### src/rtl/riscv_pkg.sv
// Shared RISC-V platform definitions: default word widths and the
// program-loader state encoding.
package riscv_pkg;

  localparam int unsigned XLenDefault = 32;
  localparam int unsigned ILenDefault = 32;

  typedef enum logic [2:0] {
    S_LEN   = 3'd0,
    S_LOAD  = 3'd1,
    S_CHECK = 3'd2,
    S_DONE  = 3'd3,
    S_ERROR = 3'd4
  } loader_state_e;

endpackage

### src/rtl/pmem_loader.sv
// Streams a length-prefixed, checksummed program image into program memory
// and holds the core in reset until a complete, valid image has landed.
//
//   state   | meaning
//   --------+-----------------------------------------------------------
//   S_LEN   | waiting for the header word (program length N)
//   S_LOAD  | writing program words, accumulating the running sum
//   S_CHECK | waiting for the checksum word
//   S_DONE  | image verified, core released from reset
//   S_ERROR | bad length or checksum, core held in reset until restart
module pmem_loader
  import riscv_pkg::*;
#(
  parameter int unsigned XLen      = XLenDefault,
  parameter int unsigned NPos      = 1024,
  parameter int unsigned AddrWidth = $clog2(NPos)
) (
  input  logic                 clk_i,
  input  logic                 rst_ni,
  input  logic                 s_valid_i,
  input  logic [XLen-1:0]      s_data_i,
  output logic                 s_ready_o,
  input  logic                 restart_i,
  output logic                 pmem_we_o,
  output logic [AddrWidth-1:0] pmem_addr_o,
  output logic [XLen-1:0]      pmem_wdata_o,
  output logic                 core_rst_no,
  output logic                 done_o,
  output logic                 error_o
);

  // Counter carries one extra bit so a full-depth image (N = NPos) is legal.
  localparam logic [XLen-1:0]    NPosW  = XLen'(NPos);
  localparam logic [AddrWidth:0] CntOne = (AddrWidth + 1)'(1);

  loader_state_e        state_q, state_d;
  logic [AddrWidth:0]   cnt_q, cnt_d;
  logic [AddrWidth:0]   len_q, len_d;
  logic [XLen-1:0]      sum_q, sum_d;
  logic                 we_q, we_d;
  logic [AddrWidth-1:0] addr_q, addr_d;
  logic [XLen-1:0]      wdata_q, wdata_d;
  logic                 core_rst_q;
  logic                 beat;

  assign beat = s_valid_i & s_ready_o;

  // State, datapath and registered memory/core-reset outputs.
  always_ff @(posedge clk_i or negedge rst_ni) begin
    if (!rst_ni) begin
      state_q    <= S_LEN;
      cnt_q      <= '0;
      len_q      <= '0;
      sum_q      <= '0;
      we_q       <= 1'b0;
      addr_q     <= '0;
      wdata_q    <= '0;
      core_rst_q <= 1'b0;
    end else begin
      state_q    <= state_d;
      cnt_q      <= cnt_d;
      len_q      <= len_d;
      sum_q      <= sum_d;
      we_q       <= we_d;
      addr_q     <= addr_d;
      wdata_q    <= wdata_d;
      core_rst_q <= (state_d == S_DONE);
    end
  end

  // Next-state and datapath update; restart overrides any concurrent beat.
  always_comb begin
    state_d = state_q;
    cnt_d   = cnt_q;
    len_d   = len_q;
    sum_d   = sum_q;
    we_d    = 1'b0;
    addr_d  = addr_q;
    wdata_d = wdata_q;
    if (restart_i) begin
      state_d = S_LEN;
      cnt_d   = '0;
      sum_d   = '0;
    end else if (beat) begin
      unique case (state_q)
        S_LEN: begin
          cnt_d = '0;
          sum_d = '0;
          if (s_data_i > NPosW) begin
            state_d = S_ERROR;
          end else if (s_data_i == '0) begin
            state_d = S_CHECK;
          end else begin
            len_d   = s_data_i[AddrWidth:0];
            state_d = S_LOAD;
          end
        end
        S_LOAD: begin
          sum_d   = sum_q + s_data_i;
          cnt_d   = cnt_q + CntOne;
          we_d    = 1'b1;
          addr_d  = cnt_q[AddrWidth-1:0];
          wdata_d = s_data_i;
          if (cnt_q + CntOne == len_q) state_d = S_CHECK;
        end
        S_CHECK: state_d = (s_data_i == sum_q) ? S_DONE : S_ERROR;
        default: state_d = state_q;
      endcase
    end
  end

  // Handshake and status decoded directly from the current state.
  always_comb begin
    s_ready_o = 1'b0;
    done_o    = 1'b0;
    error_o   = 1'b0;
    unique case (state_q)
      S_LEN, S_LOAD, S_CHECK: s_ready_o = 1'b1;
      S_DONE:                 done_o    = 1'b1;
      S_ERROR:                error_o   = 1'b1;
      default:                s_ready_o = 1'b0;
    endcase
  end

  assign pmem_we_o    = we_q;
  assign pmem_addr_o  = addr_q;
  assign pmem_wdata_o = wdata_q;
  assign core_rst_no  = core_rst_q;

endmodule
### config.mk
export PLATFORM = sky130hd
export DESIGN_NAME = pmem_loader
export DESIGN_NICKNAME = d
export VERILOG_FILES = /design/src/rtl/riscv_pkg.sv /design/src/rtl/pmem_loader.sv
export SDC_FILE = /design/constraint.sdc
export NUM_CORES = 1
export LEC_CHECK = 0
export CORE_UTILIZATION = 55
export CTS_CLUSTER_DIAMETER = 120
export DETAILED_ROUTE_END_ITERATION = 16
export GPL_TIMING_DRIVEN = 0
export PLACE_DENSITY = 0.79
export SYNTH_ARGS = -nofsm -noshare
export SYNTH_HDL_FRONTEND = slang
export SYNTH_SLANG_ARGS = --single-unit
### constraint.sdc
create_clock -name clk_i -period 3.5 [get_ports clk_i]
set_input_delay 0.525 -clock clk_i [delete_from_list [all_inputs] [get_ports clk_i]]
set_output_delay 0.525 -clock clk_i [all_outputs]
set_load 0.05 [all_outputs]
==> summary.txt, run 1 <==
Detailed routing
  • Wire length per cell: 16.3 µm
  • First DRT Iteration DRCs: 307
  • DR DRC count: 0
  • Post-route ant nets: 0
  • WL final: 14,700 µm
  • Routed via count: 5,256
  • DR pass1 iterations: 5
  • Routed vias/inst: 5.84

Clocking
  • Worst skew pair latency: 390 ps
  • Clock tree buffer depth: 2
  • Htree depth: 3
  • Clock tree sinks: 101
  • TritonCTS clock tree: built
  • Clock tree root driver cell: clkbuf_8
  • CTS clk-pin slew, worst paths: 100 ps
  • Cts hold-fix bufs: 0
  • TritonCTS Buffers: 9

Place
  • Post-DP HPWL: 10,800 µm
  • GPL Wtd Cong: 0.884
  • DP Area: 6820 µm²
  • IO buf count: 82
  • Placed Instances: 882

Logic synthesis
  • Mapped Area: 5800 µm²
  • Compound-gate portion of the synthesized area: 16.4%
  • Syn nets: 732
  • Seq/Total Area, Yosys: 43.5%
  • Netlist cell types: 59
  • Yosys Warn Count: 0
  • Post-Synthesis Cells: 663
  • Yosys reg bits: 101
  • Synthesized area per cell: 8.75 µm²
  • Post-synthesis xor/xnor area fraction: 6.79%
  • Mux cell area share after synthesis: 2.33%
  • Adder-cell share of the synthesized area: 7.42%
  • Simple-gate share of the synthesized area: 20.4%
  • Number of flops mapped to enable cells by yosys: 0
  • Top cells by area, synth: dfrtp_1 44%, nand2_1 12%, ha_1 6.9%
  • Yosys top cell area share: 43.5%
  • Main combinational cell family by area after synthesis: simple AND/OR/NAND/NOR gates
  • FFs w/ async S/R, synth: 100%
  • Leading area contributor after synthesis: dfrtp_1
  • Most used DFF post-synth: dfrtp_1

Final layout
  • Layout Utilization: 69.0%
  • Finished Cell Area: 7090 µm²
  • Most common cell after layout, fill and taps aside: nand2_1
  • Most frequent cells in the layout: 178 x nand2_1, 101 x dfrtp_1, 75 x clkdlybuf4s50_1, 50 x o21ai_0, 37 x a21oi_1
  • Area growth syn-to-layout: 22.2%
  • Finished Layout Cells: 900
  • Share of cells above drive strength 1: 6.81%
  • Diode count: 0
  • Net count, final: 828

Critical path
  • Startpoint class of the critical path: input port
  • Reg2reg start: sum_q[1]
  • Capturing point of the worst reg2reg path: sum_q[25]
  • Critical path class: in2reg
  • Crit-path max cell delay: 590 ps
  • CP top delay family: compound AO/OA/AOI/OAI gates
  • CP Buf/Inv Count: 1
  • Data arrival, critical path: 3630 ps
  • Critical path fanouts, max: 6
  • Worst setup path end: sum_q[25]
  • Worst EP required: 3760 ps
  • Slowest library cell on the worst path: clkdlybuf4s50_1
  • Critical-path cell list: clkdlybuf4s50_1 > ha_4 > and4_4 > and3_2 > a2111oi_4 > o21ai_2 > a221o_1 > a221o_2 > a311oi_2 > xor2_1 > o21ai_1
  • Worst setup startpoint: s_data_i[8]
  • Setup crit end kind: register
  • R2R setup slack: 310 ps
  • Stages on worst setup path: 11
  • FF-to-FF path depth: 10

Global route
  • Initial antenna violation count: 0
  • Vias in the first global route: 5,133
  • Total GRT Usage: 27.8%
  • Largest net degree at the start of global routing: 61
  • Global-route wire length before repair: 24,400 µm
  • Global route overflow: 0

Floorplanning
  • Die Area: 11,000 µm²
  • Initial Util: 56.5%
  • Core area: 10,300 µm²
  • Cell Rows: 37
  • I/O Pins: 83
  • Die height: 105 µm
  • Die Wd: 105 µm

Power
  • Sw Ratio: 27.4%
  • Sw Pwr: 0.571 mW
  • Part of the power in registers: 56.1%
  • Worst VDD drop: 0.000186 V
  • Pint: 1.51 mW
  • Power Density: 293 nW/µm²
  • Power, Total: 2.08 mW
  • Logic gate share of total power: 9.9%
  • Clk network pwr share: 34.0%
  • Lkg Pwr: 3.36 nW

STA
  • Worst-margin pin slew: 705 ps
  • WHS: 125 ps
  • Slew Limit Headroom: 52.6%
  • Final setup viols: 0
  • Fmax: 0.297 GHz
  • Tmin final: 3370 ps
  • Final Max Slew Viols: 0
  • Tcrit/Tclk final: 96.3%
  • Final Hold Vio Count: 0
  • RSZ-0062 raised after global routing: false
  • Clock skew: 14.2 ps

Worst hold path
  • Hold/Removal Path Class: in2async

Job
  • Max-cap violations: 0

Outcome
  • Status: finished clean
cell usage after synthesis, types with 2 or more instances:
| master | count |
|---|---|
| nor3b_1 | 2 |
| mux2_2 | 11 |
| o22ai_1 | 3 |
| nand2_1 | 178 |
| xor2_1 | 17 |
| or3_1 | 4 |
| inv_1 | 13 |
| and2_1 | 2 |
| a21oi_1 | 39 |
| a311oi_1 | 3 |
| nor2b_1 | 4 |
| o21bai_1 | 4 |
| a31oi_1 | 9 |
| nor3_1 | 3 |
| xnor2_1 | 28 |
| a22o_1 | 4 |
| a21o_1 | 13 |
| nand4_1 | 4 |
| buf_1 | 2 |
| nand3_1 | 13 |
| ha_1 | 32 |
| buf_2 | 2 |
| nand3b_1 | 2 |
| clkbuf_1 | 29 |
| nor4_1 | 17 |
| o21ai_1 | 8 |
| dfrtp_1 | 101 |
| and3_1 | 7 |
| o21ai_0 | 50 |
| a211oi_1 | 4 |
| nor2_1 | 27 |
power groups by stage:
stage / Combinational [mW] / Sequential (mW) / Clock, mW
floorplan: 0.0880 / 1.19 / 0
global placement: 0.194 / 1.19 / 0
detailed placement: 0.202 / 1.19 / 0
CTS: 0.203 / 1.17 / 0.720
global route: 0.225 / 1.17 / 0.752
finish: 0.206 / 1.17 / 0.707
worst reg2reg max path: stages, from the launching register on:
cell       delay, ps
dfrtp_1          430
ha_1             340
a211oi_2         240
o31ai_2          150
a2111oi_4        450
o21ai_2          130
a221o_1          360
a221o_2          410
a311oi_2         290
xor2_1           170
o21ai_1           70
layout make-up:
class	count	area, µm²
inverters	14	52.6
flip-flops and latches	101	2530
well taps	136	170
plain buffers	33	126
repair buffers	85	876
multi-input cells	515	3160
clock inverters	7	57.6
clock buffers	9	124
fillers	832	3180
sequential cells by signal, indices dropped and copies added, names as in the netlist:
register and flops:
pmem_we_o 1, cnt_q 11, state_q 3, pmem_addr_o 10, pmem_wdata_o 32, core_rst_no 1, len_q 11, sum_q 32
timing repair:
action	4_1_cts	5_1_grt
gates cloned	0	0
setup endpoints to repair	2	6
resized for setup	1	16
setup buffers	0	2
pin swaps	2	3
metal layers:
layer | global-route usage [%] | vias up | part of all wire [%]
li1 | - | 2491 | -
met1 | 37.3 | 2545 | 45
met2 | 45.8 | 184 | 48
met3 | 3.99 | 36 | 4.8
met4 | 10.8 | 0 | 2.2
met5 | 0 | - | 0
worst min-delay path by stage:
stage,startpoint,endpoint,slack [ps],depth (start not counted)
CTS,rst_ni,pmem_wdata_o[26],140,1
global placement,pmem_wdata_o[0],pmem_wdata_o[0],460,2
detailed placement,pmem_wdata_o[28],pmem_wdata_o[28],460,2
global route,rst_ni,sum_q[20],160,1
floorplan,rst_ni,cnt_q[0],230,0
finish,rst_ni,pmem_wdata_o[26],120,1
per-stage QoR:
stage	setup TNS (ps)	worst slack [ps]
final	0	128
after global routing	0	10.6
after CTS	0	9.49
after detailed placement	-2540	-548
after global placement	-190260	-1870
after floorplan	0	358
cell families (layout without fill, tap and decap cells):
group	Yosys count	count (layout)
compound gates	153	153
xor+xnor	45	45
fa+ha+maj	34	34
buf+inv	47	148
flops	101	101
mux	12	12
simple gates	271	271
Power figures use the tool's default switching activity.
==> inputs of run 2 (changes only) <==
CORE_MARGIN = 3   (was not set)
MAX_ROUTING_LAYER = met4   (was not set)
==> run 2 against run 1 <==
Cell count decreased by 0.33%. Utilization increased by 1.8 points. Routed wire length increased by 3.6%. Critical endpoint is now sum_q[28]. Sequential share of layout area grew 0.057 points. Largest cell class unchanged. Combinational power hardly changed. Setup slack got worse by 97 ps. Register-to-register slack hardly changed. Largest power group unchanged. Global-route usage is 0.18 points higher. Maximum frequency is 2.8% lower.
==> summary.txt, run 2 (synthesized netlist as in run 1, its figures left out) <==
Critical path
  • Startpoint class of the critical path: input port (unchanged)
  • Data arrival, critical path: 3730 ps (was 3630 ps)
  • Setup crit end kind: register (unchanged)
  • Critical path fanouts, max: 4 (was 6)
  • Critical path class: in2reg (unchanged)
  • Worst EP required: 3760 ps (about the same)

Global route
  • Initial antenna violation count: 0 (unchanged)
  • Vias in the first global route: 5,095 (was 5,133)
  • Largest net degree at the start of global routing: 68 (was 61)
  • Total GRT Usage: 28.0% (was 27.8%)
  • Global route overflow: 0 (unchanged)
  • Global-route wire length before repair: 25,100 µm (was 24,400 µm)

Detailed routing
  • WL final: 15,200 µm (was 14,700 µm)
  • Routed via count: 5,233 (was 5,256)
  • Wire length per cell: 17.0 µm (was 16.3 µm)
  • Routed vias/inst: 5.83 (was 5.84)
  • DR DRC count: 0 (unchanged)
  • DR pass1 iterations: 5 (unchanged)
  • Post-route ant nets: 0 (unchanged)
  • First DRT Iteration DRCs: 368 (was 307)

Place
  • IO buf count: 82 (unchanged)
  • Post-DP HPWL: 11,300 µm (was 10,800 µm)
  • GPL Wtd Cong: 0.892 (was 0.884)
  • DP Area: 6820 µm² (about the same)
  • Placed Instances: 879 (was 882)

Floorplanning
  • Cell Rows: 36 (was 37)
  • Die Wd: 109 µm (was 105 µm)
  • Initial Util: 58.0% (was 56.5%)
  • I/O Pins: 83 (unchanged)
  • Core area: 10000 µm² (was 10,300 µm²)
  • Die height: 109 µm (was 105 µm)
  • Die Area: 11,800 µm² (was 11,000 µm²)

Clocking
  • Clock tree buffer depth: 2 (unchanged)
  • TritonCTS clock tree: built (unchanged)
  • Clock tree root driver cell: clkbuf_8 (unchanged)
  • Worst skew pair latency: 390 ps (about the same)
  • Clock tree sinks: 101 (unchanged)
  • CTS clk-pin slew, worst paths: 100 ps (about the same)
  • Htree depth: 3 (unchanged)
  • Cts hold-fix bufs: 0 (unchanged)
  • TritonCTS Buffers: 9 (unchanged)

Job
  • Max-cap violations: 0 (unchanged)

STA
  • Final setup viols: 0 (unchanged)
  • Slew Limit Headroom: 49.5% (was 52.6%)
  • Setup_tns: 0 ps (unchanged)
  • Clock skew: 12.2 ps (was 14.2 ps)
  • Worst-margin pin slew: 751 ps (was 705 ps)
  • Fmax: 0.288 GHz (was 0.297 GHz)
  • Final Max Slew Viols: 0 (unchanged)
  • Final Hold Vio Count: 0 (unchanged)
  • Tmin final: 3470 ps (was 3370 ps)
  • Tcrit/Tclk final: 99.1% (was 96.3%)

Worst hold path
  • Hold/Removal Path Class: in2async (unchanged)

Power
  • Power, Total: 2.04 mW (was 2.08 mW)
  • Lkg Pwr: 3.35 nW (was 3.36 nW)
  • Worst VDD drop: 0.000287 V (was 0.000186 V)
  • Power Density: 288 nW/µm² (was 293 nW/µm²)

Final layout
  • Finished Layout Cells: 897 (was 900)
  • Diode count: 0 (unchanged)
  • Most frequent cells in the layout: 178 x nand2_1, 101 x dfrtp_1, 76 x clkdlybuf4s50_1, 49 x o21ai_0, 38 x a21oi_1 (was 178 x nand2_1, 101 x dfrtp_1, 75 x clkdlybuf4s50_1, 50 x o21ai_0, 37 x a21oi_1)
  • Finished Cell Area: 7080 µm² (was 7090 µm²)
  • Filler cell count: 828 (was 832)
  • Net count, final: 830 (was 828)
  • Area growth syn-to-layout: 22.0% (was 22.2%)
  • Layout Utilization: 70.8% (was 69.0%)
  • Share of cells above drive strength 1: 6.94% (was 6.81%)
  • Most common cell after layout, fill and taps aside: nand2_1 (unchanged)

Outcome
  • Status: finished clean (unchanged)
[run 2: changes by cell type in the layout (fill, tap and decap cells not counted), sizes merged]
cell / previous run / this run
buf: 8 / 10
dlymetal6s2s: 6 / 4
clkdlybuf4s50: 75 / 76
clkinv: 2 / 1
clkinvlp: 3 / 2
dlygate4sd2: 0 / 1
[run 2: layout make-up]
cell class                 instances  area (µm²)  share of cell area [%]
tap                              133         166                    2.35
timing repair buffer              87         885                    12.5
clock inverter                     5        37.5                   0.530
buffer                            33         126                    1.78
inverter                          14        52.6                   0.742
clock buffer                       9         124                    1.75
sequential                       101        2530                    35.7
multi-input combinational        515        3160                    44.7
[run 2: per-layer routing]
metal | GRT usage (%) | part of all wire [%]
met5 | - | 0
met4 | 8.30 | 1.7
met3 | 4.68 | 6.5
met2 | 44.5 | 47
met1 | 37.2 | 45
[run 2: final timing paths]
path | startpoint | endpoint | slack, ps | cells past startpoint
worst min-delay path | rst_ni | pmem_addr_o[5] | 80 | 1
worst min register to register | pmem_wdata_o[30] | pmem_wdata_o[30] | 480 | 2
worst max-delay path | s_data_i[0] | sum_q[28] | 30 | 12
min in group clk_i | s_data_i[8] | pmem_wdata_o[8] | 470 | 3
max in group asynchronous | rst_ni | pmem_wdata_o[10] | 2720 | 2
worst max register to register | sum_q[0] | sum_q[28] | 300 | 11
[run 2: what timing repair did]
| action | 4_1_cts | 5_1_grt |
|---|---|---|
| setup buffers | 0 | 4 |
| pin swaps | 3 | 5 |
| resized for setup | 4 | 12 |
| setup endpoints to repair | 3 | 6 |
[run 2: worst max-delay path, stage by stage]
cell	delay [ps]
clkdlybuf4s50_1	480
ha_2	250
fa_1	430
a21oi_2	200
o21ai_1	130
a311o_1	420
a41o_1	330
a31o_2	290
a311oi_2	330
o21ai_1	120
xnor2_1	150
o21ai_1	70
[run 2: where the power goes]
group | internal, mW | total [mW] | switching (mW)
clock | 0.254 | 0.667 | 0.413
combinational | 0.0784 | 0.207 | 0.129
sequential | 1.17 | 1.17 | 0.00130
[run 2: metrics by stage]
step,hold slack [ps],setup WS [ps]
final,79.7,31.7
after CTS,87.3,14.6
after global routing,99.4,-15.4
after detailed placement,462,-539
after global placement,457,-1860
after floorplan,229,358
